`src/rtl/fp_pkg.sv`:
```
// Shared types and helpers for the sequenced floating-point add/subtract unit.
// Helpers take the field widths as arguments so any EXP_W/MAN_W instance can use them.
package fp_pkg;

    localparam int EXP_W_DEF = 8;
    localparam int MAN_W_DEF = 23;
    localparam logic [EXP_W_DEF-1:0] EXP_MAX = '1;

    typedef enum logic [2:0] {
        IDLE,
        CMP,
        ALN,
        ADD,
        NRM,
        DONE
    } state_t;

    // Wide enough for any practical format; callers slice down to their widths.
    typedef struct packed {
        logic        sign;
        logic [31:0] exp;
        logic [63:0] man;
    } unpacked_t;

    function automatic logic [127:0] qnan(input int exp_w, input int man_w);
        logic [127:0] v;
        v = '0;
        for (int i = 0; i < exp_w; i++) v[man_w + i] = 1'b1;
        v[man_w - 1] = 1'b1;
        return v;
    endfunction

    // exp==0 is treated as zero: denormal fractions are dropped, hidden bit added otherwise.
    function automatic unpacked_t unpack(input logic [127:0] v, input int exp_w, input int man_w);
        unpacked_t   u;
        logic [127:0] e_mask;
        logic [127:0] m_mask;
        e_mask = (128'd1 << exp_w) - 128'd1;
        m_mask = (128'd1 << man_w) - 128'd1;
        u.sign = v[exp_w + man_w];
        u.exp  = 32'((v >> man_w) & e_mask);
        if (u.exp == 32'd0) u.man = '0;
        else                u.man = 64'(v & m_mask) | (64'd1 << man_w);
        return u;
    endfunction

endpackage

```
`src/rtl/fp_lzc.sv`:
```
// Leading-zero counter; an all-zero input reports W.
module fp_lzc #(
    parameter int W  = 25,
    parameter int CW = $clog2(W + 1)
) (
    input  logic [W-1:0]  din,
    output logic [CW-1:0] cnt
);

    // Scanning upward lets the highest set bit take the final assignment.
    always_comb begin
        cnt = CW'(W);
        for (int i = 0; i < W; i++) begin
            if (din[i]) cnt = CW'(W - 1 - i);
        end
    end

endmodule

```
`src/rtl/fp_addsub_seq.sv`:
```
// Multi-cycle floating-point add/subtract: one pipeline step (compare, align,
// add, normalise) per cycle, truncating, with valid/ready on both sides.
module fp_addsub_seq
    import fp_pkg::*;
#(
    parameter int EXP_W = EXP_W_DEF,
    parameter int MAN_W = MAN_W_DEF
) (
    input  logic                     clk,
    input  logic                     reset,
    input  logic                     in_valid,
    output logic                     in_ready,
    input  logic [EXP_W+MAN_W:0]     op_a,
    input  logic [EXP_W+MAN_W:0]     op_b,
    input  logic                     op_sub,
    output logic                     out_valid,
    input  logic                     out_ready,
    output logic [EXP_W+MAN_W:0]     result,
    output logic                     overflow,
    output logic                     underflow,
    output logic                     neg
);

    localparam int W   = 1 + EXP_W + MAN_W;
    localparam int MW  = MAN_W + 1;
    localparam int SW  = MAN_W + 2;
    localparam int CW  = $clog2(SW + 1);
    localparam int EW2 = EXP_W + 2;
    localparam logic [EXP_W-1:0] EXP_ONES = '1;
    localparam logic [W-1:0]     QNAN_L   = W'(qnan(EXP_W, MAN_W));

    state_t           state;
    logic [W-1:0]     a_reg, b_reg;
    logic             sub_reg;
    logic             sign_reg, eff_sub_reg, spec_reg;
    logic [W-1:0]     spec_res_reg;
    logic [EXP_W-1:0] exp_l_reg, diff_reg;
    logic [MW-1:0]    man_l_reg, man_s_reg;
    logic [SW-1:0]    sum_reg;

    // Compare-stage decode
    unpacked_t        ua, ub;
    logic [EXP_W-1:0] ea, eb;
    logic [MW-1:0]    ma, mb;
    logic             sb_eff, eff_sub, a_ge;
    logic             inf_a, inf_b, nan_a, nan_b, spec;
    logic [W-1:0]     spec_res;

    assign ua      = unpack(128'(a_reg), EXP_W, MAN_W);
    assign ub      = unpack(128'(b_reg), EXP_W, MAN_W);
    assign ea      = ua.exp[EXP_W-1:0];
    assign eb      = ub.exp[EXP_W-1:0];
    assign ma      = ua.man[MW-1:0];
    assign mb      = ub.man[MW-1:0];
    assign sb_eff  = ub.sign ^ sub_reg;
    assign eff_sub = ua.sign ^ sb_eff;
    assign a_ge    = {ea, ma} >= {eb, mb};
    assign inf_a   = (ea == EXP_ONES) && (a_reg[MAN_W-1:0] == '0);
    assign inf_b   = (eb == EXP_ONES) && (b_reg[MAN_W-1:0] == '0);
    assign nan_a   = (ea == EXP_ONES) && (a_reg[MAN_W-1:0] != '0);
    assign nan_b   = (eb == EXP_ONES) && (b_reg[MAN_W-1:0] != '0);
    assign spec    = (ea == EXP_ONES) || (eb == EXP_ONES);

    always_comb begin
        spec_res = {sb_eff, EXP_ONES, {MAN_W{1'b0}}};
        if (nan_a || nan_b || (inf_a && inf_b && eff_sub)) spec_res = QNAN_L;
        else if (inf_a)                                    spec_res = {ua.sign, EXP_ONES, {MAN_W{1'b0}}};
    end

    // Align and add stages
    logic [MW-1:0] shifted;
    logic [SW-1:0] sum;

    assign shifted = (32'(diff_reg) > MAN_W + 1) ? '0 : (man_s_reg >> diff_reg);
    assign sum     = eff_sub_reg ? ({1'b0, man_l_reg} - {1'b0, man_s_reg})
                                 : ({1'b0, man_l_reg} + {1'b0, man_s_reg});

    // Normalise stage
    logic [CW-1:0]    lz;
    logic             carry;
    logic [EXP_W:0]   exp_inc;
    logic [SW-1:0]    shl;
    logic [MW-1:0]    norm_man;
    logic [EW2-1:0]   e_nrm;
    logic             uf_cond;
    logic [W-1:0]     res;
    logic             res_ov, res_uf;

    fp_lzc #(.W(SW), .CW(CW)) u_lzc (
        .din (sum_reg),
        .cnt (lz)
    );

    assign carry    = sum_reg[SW-1];
    assign exp_inc  = {1'b0, exp_l_reg} + 1'b1;
    assign shl      = sum_reg << (lz - CW'(1));
    assign norm_man = carry ? sum_reg[SW-1:1] : shl[MW-1:0];
    assign e_nrm    = EW2'(exp_l_reg) - EW2'(lz) + EW2'(1);
    assign uf_cond  = e_nrm[EW2-1] || (e_nrm == '0);

    always_comb begin
        res    = {sign_reg, e_nrm[EXP_W-1:0], norm_man[MAN_W-1:0]};
        res_ov = 1'b0;
        res_uf = 1'b0;
        if (spec_reg) begin
            res = spec_res_reg;
        end else if (sum_reg == '0) begin
            res = {sign_reg & ~eff_sub_reg, {(W-1){1'b0}}};
        end else if (carry) begin
            if (exp_inc[EXP_W-1:0] == EXP_ONES) begin
                res    = {sign_reg, EXP_ONES, {MAN_W{1'b0}}};
                res_ov = 1'b1;
            end else begin
                res = {sign_reg, exp_inc[EXP_W-1:0], norm_man[MAN_W-1:0]};
            end
        end else if (uf_cond) begin
            res    = {sign_reg, {(W-1){1'b0}}};
            res_uf = 1'b1;
        end
    end

    logic unused_bits;
    assign unused_bits = ^{ua.exp, ua.man, ub.exp, ub.man, exp_inc[EXP_W], norm_man[MAN_W], shl};

    always_ff @(posedge clk or posedge reset) begin
        if (reset) begin
            state        <= IDLE;
            in_ready     <= 1'b1;
            out_valid    <= 1'b0;
            result       <= '0;
            overflow     <= 1'b0;
            underflow    <= 1'b0;
            neg          <= 1'b0;
            a_reg        <= '0;
            b_reg        <= '0;
            sub_reg      <= 1'b0;
            sign_reg     <= 1'b0;
            eff_sub_reg  <= 1'b0;
            spec_reg     <= 1'b0;
            spec_res_reg <= '0;
            exp_l_reg    <= '0;
            diff_reg     <= '0;
            man_l_reg    <= '0;
            man_s_reg    <= '0;
            sum_reg      <= '0;
        end else begin
            case (state)
                IDLE: begin
                    if (in_valid) begin
                        a_reg    <= op_a;
                        b_reg    <= op_b;
                        sub_reg  <= op_sub;
                        in_ready <= 1'b0;
                        state    <= CMP;
                    end
                end
                CMP: begin
                    sign_reg     <= a_ge ? ua.sign : sb_eff;
                    eff_sub_reg  <= eff_sub;
                    spec_reg     <= spec;
                    spec_res_reg <= spec_res;
                    exp_l_reg    <= a_ge ? ea : eb;
                    diff_reg     <= a_ge ? (ea - eb) : (eb - ea);
                    man_l_reg    <= a_ge ? ma : mb;
                    man_s_reg    <= a_ge ? mb : ma;
                    state        <= ALN;
                end
                ALN: begin
                    man_s_reg <= shifted;
                    state     <= ADD;
                end
                ADD: begin
                    sum_reg <= sum;
                    state   <= NRM;
                end
                NRM: begin
                    result    <= res;
                    overflow  <= res_ov;
                    underflow <= res_uf;
                    neg       <= res[W-1];
                    out_valid <= 1'b1;
                    state     <= DONE;
                end
                DONE: begin
                    if (out_ready) begin
                        out_valid <= 1'b0;
                        in_ready  <= 1'b1;
                        state     <= IDLE;
                    end
                end
                default: state <= IDLE;
            endcase
        end
    end

endmodule

```
`config.mk`:
```
export PLATFORM = sky130hd
export DESIGN_NAME = fp_addsub_seq
export DESIGN_NICKNAME = d
export VERILOG_FILES = /design/src/rtl/fp_pkg.sv /design/src/rtl/fp_lzc.sv /design/src/rtl/fp_addsub_seq.sv
export SDC_FILE = /design/constraint.sdc
export NUM_CORES = 1
export LEC_CHECK = 0
export CELL_PAD_IN_SITES_DETAIL_PLACEMENT = 1
export CELL_PAD_IN_SITES_GLOBAL_PLACEMENT = 2
export CORE_MARGIN = 2
export CORE_UTILIZATION = 37
export CTS_CLUSTER_SIZE = 8
export DETAILED_ROUTE_END_ITERATION = 7
export PLACE_DENSITY_LB_ADDON = 0.3
export SLEW_MARGIN = 20
export SYNTH_ARGS = -nofsm -noshare
export SYNTH_HDL_FRONTEND = slang
export SYNTH_SLANG_ARGS = --single-unit
```
`constraint.sdc`:
```
create_clock -name clk -period 7.1 [get_ports clk]
set_input_delay 0.71 -clock clk [delete_from_list [all_inputs] [get_ports clk]]
set_output_delay 0.71 -clock clk [all_outputs]
set_load 0.1 [all_outputs]
```
After elaboration in Yosys (flattened, before gate mapping)
Index checks and enable logic that the tools add are counted.

Register bits: 229. Bits of input ports: 69. Output and inout bits: 37. Logic and storage cells: 130.

Add/sub/neg operators: 8. Bitwise logic cells: 4. Reduce and logical (&&, ||, !) cells: 26. Multiplexer cells: 59. Shifts and indexed selects: 2. Magnitude comparators: 2. Equality and inequality tests: 10.

Operator list (number): $mux 32 (4); $mux 24 (5); $mux 31 (3); $mux 5 (16); $logic_not 32->1 (2); $pmux 24 s2 (1); $logic_not 23->1 (2); $reduce_bool 23->1 (2); $ge 32x32->1 (1); $mux 4 (8); $add 24x24->25 (1); $logic_not 25->1 (1); $mux 25 (1); $shl 25x5->23 (1); $sub 24x24->25 (1); $eq 8x8->1 const B (3); $shr 24x8->24 (1); $mux 23 (1); $pmux 3 s6 (1); $mux 8 (2); $sub 8x8->8 (2); $mux 1 (13); $add 9x2->10 const B (1); $logic_not 10->1 (1); 19 further kinds (37).

Longest topological paths before layout
Gate-level depths: netlist of run 1.

Depth after elaboration: 33. Gate-level depth with buffers: 21. Gate-level depth less buffers: 17.

By module
From an unflattened synthesis of run 1, not the netlist that was laid out.

Cell total of the unflattened synthesis: 1745. Area, all modules: 14944.3 um^2.

Modules (own cells, without submodules): fp_addsub_seq (sequential area each 4981.0 um^2, area an instance 14665.3 um^2, times used 1, cells an instance 1696); fp_lzc (sequential area each 0.0 um^2, area an instance 279.0 um^2, times used 1, cells an instance 49).

Worst setup path before layout of run 1
No wires, ideal clock.

Path kind: register -> register. Start point: register sum_reg[24]. End point: register result[18]. Path slack: 2.503 ns. Required time: 7.010 ns. Buffers on the path: 3. Library setup time: 0.090 ns. Stages on the path, launching flop included: 21. Data arrival time: 4.507 ns. Clock period less this slack: 4.597 ns. Cell sequence: dfrtp_1 -> or2_1 -> nor4_1 -> o311ai_0 -> o211a_1 -> buf_6 -> inv_4 -> buf_8 -> buf_6 -> ha_1 -> inv_1 -> fa_1 -> a211oi_2 -> nor2_1 -> or2_1 -> or4_4 -> nor3_4 -> a21oi_2 -> a2111oi_4 -> nand3_4 -> o221ai_1.

Cells in the longest elaborated chain, start to end: 9. Elaborated cells on any way between the ends: 14. Classes of those cells: add/sub (3); shift (1); mux (7); reduce/logical (3).

RTL lines: start: declaration (line fp_addsub_seq.sv:39) `logic [SW-1:0] sum_reg;`; start signal: assignment (line fp_addsub_seq.sv:173) `sum_reg <= sum;`; $mux 5 (line fp_lzc.sv:14) `if (din[i]) cnt = CW'(W - 1 - i);`; $sub 8x5->9 (line fp_addsub_seq.sv:98) `assign e_nrm = EW2'(exp_l_reg) - EW2'(lz) + EW2'(1);`; $add 9x2->10 (line fp_addsub_seq.sv:98); $logic_not 10->1 (line fp_addsub_seq.sv:99) `assign uf_cond = e_nrm[EW2-1] || (e_nrm == '0);`; $logic_or 1x1->1 (line fp_addsub_seq.sv:99); $mux 31 (line fp_addsub_seq.sv:116) `end else if (uf_cond) begin`; $mux 31 (line fp_addsub_seq.sv:109) `end else if (carry) begin`; $mux 32 (*) (line fp_addsub_seq.sv:107) `end else if (sum_reg == '0) begin`; $mux 32 (*) (line fp_addsub_seq.sv:105) `if (spec_reg) begin`; end signal: assignment (line fp_addsub_seq.sv:177) `result <= res;`; end: declaration (line fp_addsub_seq.sv:18) `output logic [EXP_W+MAN_W:0] result,`.

Every way passes the cells marked *; elsewhere a longest branch is shown, timed or not. A chain may end at the register's enable or synchronous reset.

Worst setup path in the final report of run 1
Start point: register sum_reg[22]. End point: register result[3].

Cells in the longest elaborated chain, start to end: 11. Elaborated cells on any way between the ends: 16. Classes of those cells: add/sub (3); shift (1); mux (9); reduce/logical (3).

RTL lines (line): $mux 5 (3 in series) (fp_lzc.sv:14); $sub 8x5->9 (fp_addsub_seq.sv:98); $add 9x2->10 (fp_addsub_seq.sv:98); $logic_not 10->1 (fp_addsub_seq.sv:99); $logic_or 1x1->1 (fp_addsub_seq.sv:99); $mux 31 (fp_addsub_seq.sv:116); $mux 31 (fp_addsub_seq.sv:109); $mux 32 (*) (fp_addsub_seq.sv:107); $mux 32 (*) (fp_addsub_seq.sv:105).

Marked as above.

==> results.toml, run 1 <==
[status]
outcome = "completed"

[layout]
layout.nets = 1881
antenna_cells = 0
fin_util = 0.4256
area_growth_pct = 13.35
post_route_cells_drive_above_1_share = 0.09903
postLayoutCellArea_sq_um = 16950

[job]
drv_cap = 0

[floorplanning]
die_w_um = 205.0
num_io_pins = 106
row_count = 73
core_region_area_sq_um = 39820
dieArea_sq_um = 42040
die_h_um = 205.0
start_util = 0.3755

[cts]
hold_buffers = 0
post_cts_buffers = 0
numCtsBuffers = 17
path_clk_slew_ns = 0.08
clock_path_buffers = 2
clkSinkCount = 199
tritoncts = "yes"
h-tree-depth = 4
cts_resized = 0
clockRootBuffer = "clkbuf_16"
clk_latency_ns = 0.47

[global_route]
grt_start_max_net_pins = 146
globalRouteTotalUtil = 0.2363
grt_antenna_before_repair = 0
grt-ovfl-total = 0
grt_pass1_vias = 13519
grt_pass1_wl_mm = 77.69

[sta]
final_hold_viol_count = 0
relSlewSlack = 0.3330
clock.fmax_ghz = 0.1884
finalCriticalPeriod_ns = 5.309
skew_ns = 0.01451
fin_tns_setup_ns = 0
finalSetupViolCount = 0
min_period_over_period = 0.7477
slew_violations = 0
rsz0062_at_grt = "false"
tightest_slew_ns = 0.9973

[setup_path]
crit_fanout = 22
startpoint_type = "flip-flop"
cp-end-kind = "flip-flop"
cp-startpoint = "sum_reg[22]"
cp.required_ns = 7.43
worstPathArrival_ns = 5.64
critical_path_class = "reg -> reg"
reg2reg_from = "sum_reg[22]"

[detailed_routing]
final_antenna_net_count = 0
vias = 13155
drt_wl_total_mm = 48.08
drt-pass1-iter-count = 5
drt-wirelength-per-cell_um = 21.16
via_per_inst = 5.790
post-route-drc-count = 0
drt_iter0_markers = 934

[synth]
netlist.top_cell.by_area = "dfrtp_1"
ys_warn_count = 0
syn_area_sq_um = 14950
ys.flop_type = "dfrtp_1"
synth-edff-count = 0
synth_cells = 1715
synth_top_area_frac = 0.3314
ys_types = 92
synth_common_cells = "198 x dfrtp_1, 197 x nand2_1, 145 x o21ai_0"
ys_seq_area_frac = 0.3331
synth.most_common_cell = "dfrtp_1"
avgSynthCellArea_sq_um = 8.719
synth_top_cells_by_area = "dfrtp_1 33%, ha_1 6.2%, nand2_1 4.9%"
synth_nets = 1862
ys_seq_elements = 199
async_flop_share = 1.000

[place]
gp_congestion = 0.8788
place_area_sq_um = 16320
port_buffers = 105
place_hpwl_mm = 36.76

[min_path]
min_path_type = "reg -> reg"
hold_start = "spec_res_reg[30]"
-- through the flow --
step | cells | worst slack (ns) | hold slack (ns)
floorplan | 1715 | 0.9660 | 0.4350
global placement | 2240 | 1.957 | 0.4525
detailed placement | 2240 | 1.864 | 0.4598
CTS | 2272 | 1.812 | 0.4788
global route | 2272 | 1.214 | 0.4965
finish | 2272 | 1.791 | 0.4769
-- path summary, 6_finish.rpt --
kind                       slack, ns               end  cells past startpoint
max                             1.79         result[3]                     16
min                             0.48  spec_res_reg[30]                      1
max reg2reg                     1.79         result[3]                     16
min reg2reg                     0.48  spec_res_reg[30]                      1
max in group asynchronous       5.03         a_reg[27]                      3
min in group asynchronous       0.76         b_reg[29]                      2
-- worst max-delay path, stage by stage, from the launching register on --
cell	delay (ns)
dfrtp_1	0.46
or2_1	0.26
nor4_1	0.26
o311ai_0	0.19
o211a_1	0.35
inv_4	0.35
ha_1	0.21
inv_1	0.05
fa_1	0.43
xor2_1	0.35
nand2_1	0.20
nor4_1	0.50
a41oi_1	0.20
nor4_2	0.46
a21oi_2	0.27
o21ai_2	0.43
o21ai_0	0.17
-- cells in the final DEF, fill, tap and decap left out, types with 17 or more instances in the layout --
| master | count |
|---|---|
| a21oi_1 | 103 |
| a211oi_1 | 30 |
| nor4_1 | 32 |
| o22ai_1 | 20 |
| buf_4 | 19 |
| nand2_1 | 196 |
| clkdlybuf4s50_1 | 105 |
| xor2_1 | 20 |
| inv_1 | 51 |
| o21ai_0 | 145 |
| nor2_1 | 139 |
| a31oi_1 | 39 |
| ha_1 | 74 |
| a22oi_1 | 18 |
| and2_1 | 25 |
| dfrtp_1 | 198 |
| clkbuf_16 | 17 |
| mux4_2 | 31 |
| o21a_1 | 18 |
| nor3_1 | 30 |
| mux2i_1 | 48 |
| nand2b_1 | 17 |
| nand3_1 | 45 |
| xnor2_1 | 41 |
| mux2_2 | 61 |
-- routing by layer --
layer,GRT usage,share of wire
met5,0,0
met4,0.06038,0.019
met3,0.02768,0.027
met2,0.3906,0.48
met1,0.3280,0.47
-- kinds of logic after synthesis --
group | share of synthesized area
mux | 0.1248
fa+ha+maj | 0.06728
simple gates | 0.1786
compound gates | 0.2073
xor+xnor | 0.03975
flops | 0.3331
buf+inv | 0.04912
-- cell type report --
cell class	count	area (sq um)
repair buffers	125	1214
clock buffers	19	432.9
clock inverters	13	191.4
multi-input cells	1336	9253
flip-flops and latches	199	4981
fillers	4661	22870
inverters	55	221.5
well taps	525	656.9
Power of run 1 is not shown: default switching activity piles up to over one toggle a cycle in this logic, so the estimate is an artifact.
==> run 2: changes to the inputs <==
Settings changed: CORE_UTILIZATION 37 to 34.
Clock period 7.1 ns to 4.5 ns, I/O delays scaled along.
==> results.toml, run 2 (synthesis gave the netlist of run 1 again) <==
[sta]
setup_slack_ns = 0.1467
tightest_slew_ns = 1.023
skew_ns = 0.01159
rsz0062_at_grt = "true"
finalCriticalPeriod_ns = 4.353
relSlewSlack = 0.3180
final_hold_viol_count = 0
min_period_over_period = 0.9674
finalSetupViolCount = 0
slew_violations = 0
clock.fmax_ghz = 0.2297

[status]
outcome = "completed"

[floorplanning]
die_h_um = 213.7
start_util = 0.3456
die_w_um = 213.7
core_region_area_sq_um = 43270
dieArea_sq_um = 45670
row_count = 76
num_io_pins = 106

[detailed_routing]
post-route-drc-count = 0
vias = 13196
drt_iter0_markers = 778
via_per_inst = 5.505
drt_wl_total_mm = 49.77
drt-wirelength-per-cell_um = 20.76
drt-pass1-iter-count = 4
final_antenna_net_count = 0

[setup_path]
slowest_stage = "nor4_1"
startpoint_type = "flip-flop"
rr_endpoint = "result[30]"
slowest_delay_ns = 0.48
r2r_cells = 19
worstPathArrival_ns = 4.72
cp.required_ns = 4.87
critical_path_class = "reg -> reg"
reg2reg_from = "sum_reg[24]"
cp-end-kind = "flip-flop"
cp_cell_sequence = "buf_6 -> or2_4 -> nor4_4 -> nand3b_1 -> o211a_1 -> inv_4 -> ha_1 -> inv_1 -> fa_2 -> buf_4 -> xor2_1 -> nand2_1 -> nor4_1 -> a41oi_2 -> nor4_4 -> a21oi_2 -> buf_12 -> o211ai_1 -> a21oi_1"
reg2reg_slack_ns = 0.15
crit_fanout = 9
cp_common_cell = "nor4_4"

[layout]
layout.nets = 1946
layout_common_cells = "197 x dfrtp_1, 195 x nand2_1, 141 x o21ai_0, 139 x nor2_1, 105 x clkdlybuf4s50_1"
post_route_cells_drive_above_1_share = 0.1429
final_common_cell = "dfrtp_1"
area_growth_pct = 18.04
antenna_cells = 0
nFillCells = 5011

[place]
gp_congestion = 0.8891
port_buffers = 105
place_hpwl_mm = 38.57
pre_cts_ws_ns = 0.04432

[cts]
clockRootBuffer = "clkbuf_16"
clock_path_buffers = 2
path_clk_slew_ns = 0.08
clkSinkCount = 199
tritoncts = "yes"
numCtsBuffers = 17
h-tree-depth = 4
clk_latency_ns = 0.51

[job]
drv_cap = 0

[global_route]
globalRouteTotalUtil = 0.2263
grt_pass1_vias = 13613
grt_antenna_before_repair = 0
grt_start_max_net_pins = 160
grt-ovfl-total = 0
grt_pass1_wl_mm = 78.77

[min_path]
min_path_type = "in -> async"
-- run 2: cell types whose count changed in the layout (fill, tap and decap cells not counted), sizes merged --
cell | before | now
bufinv | 3 | 0
buf | 20 | 84
clkbuf | 19 | 20
clkinv | 7 | 9
clkinvlp | 1 | 2
-- run 2: cell type report --
type | instances | area [sq um] | area share
clock buffers | 19 | 442.9 | 0.02509
flip-flops and latches | 199 | 4982 | 0.2823
clock inverters | 13 | 136.4 | 0.007727
multi-input cells | 1336 | 9389 | 0.5319
inverters | 55 | 212.7 | 0.01205
well taps | 585 | 732.0 | 0.04147
repair buffers | 190 | 1755 | 0.09945
-- run 2: layer usage --
metal  vias up  track usage  share of wire
li1       6425            -              -
met1      6515       0.3025           0.47
met2       192       0.3691           0.47
met3        64      0.03442          0.025
met4         0      0.08764          0.030
met5         -            0              0
-- run 2: per-stage QoR --
| step | setup TNS [ns] | area (sq um) | instances | hold slack [ns] | util |
|---|---|---|---|---|---|
| final | 0 | 17650 | 2397 | 0.4753 | 0.4080 |
| after global routing | -2.551 | 17650 | 2397 | 0.4959 | 0.4080 |
| after global placement | 0 | 16870 | 2358 | 0.4524 | 0.3900 |
| after detailed placement | 0 | 16870 | 2358 | 0.4627 | 0.3900 |
| after CTS | 0 | 17450 | 2390 | 0.4566 | 0.4034 |
| after floorplan | 0 | 14970 | 1715 | 0.4350 | - |
-- run 2: worst max-delay path, delay by kind of cell (launching register included) --
family,cells,cell delay [ns]
adder cells (fa/ha/maj),2,0.49
buffers and inverters,5,0.58
AND/OR/NAND/NOR,6,1.53
flip-flops,1,0.40
XOR/XNOR,1,0.26
AO/OA/AOI/OAI,5,0.94
-- run 2: worst max path at each step --
stage / from / end
final: sum_reg[24] / result[30]
after global routing: sum_reg[24] / result[17]
after CTS: sum_reg[22] / result[18]
after detailed placement: sum_reg[22] / result[18]
after global placement: sum_reg[24] / result[19]
after floorplan: sum_reg[24] / result[18]
-- run 2: timing repair --
item | 4_1_cts | 5_1_grt
setup endpoints to repair | 0 | 60
hold buffers | 0 | 0
endpoints found under the hold margin | 0 | 0
buffers inserted | 0 | 8
gates resized for setup | 0 | 34
Power of run 2 is left out for the same reason.
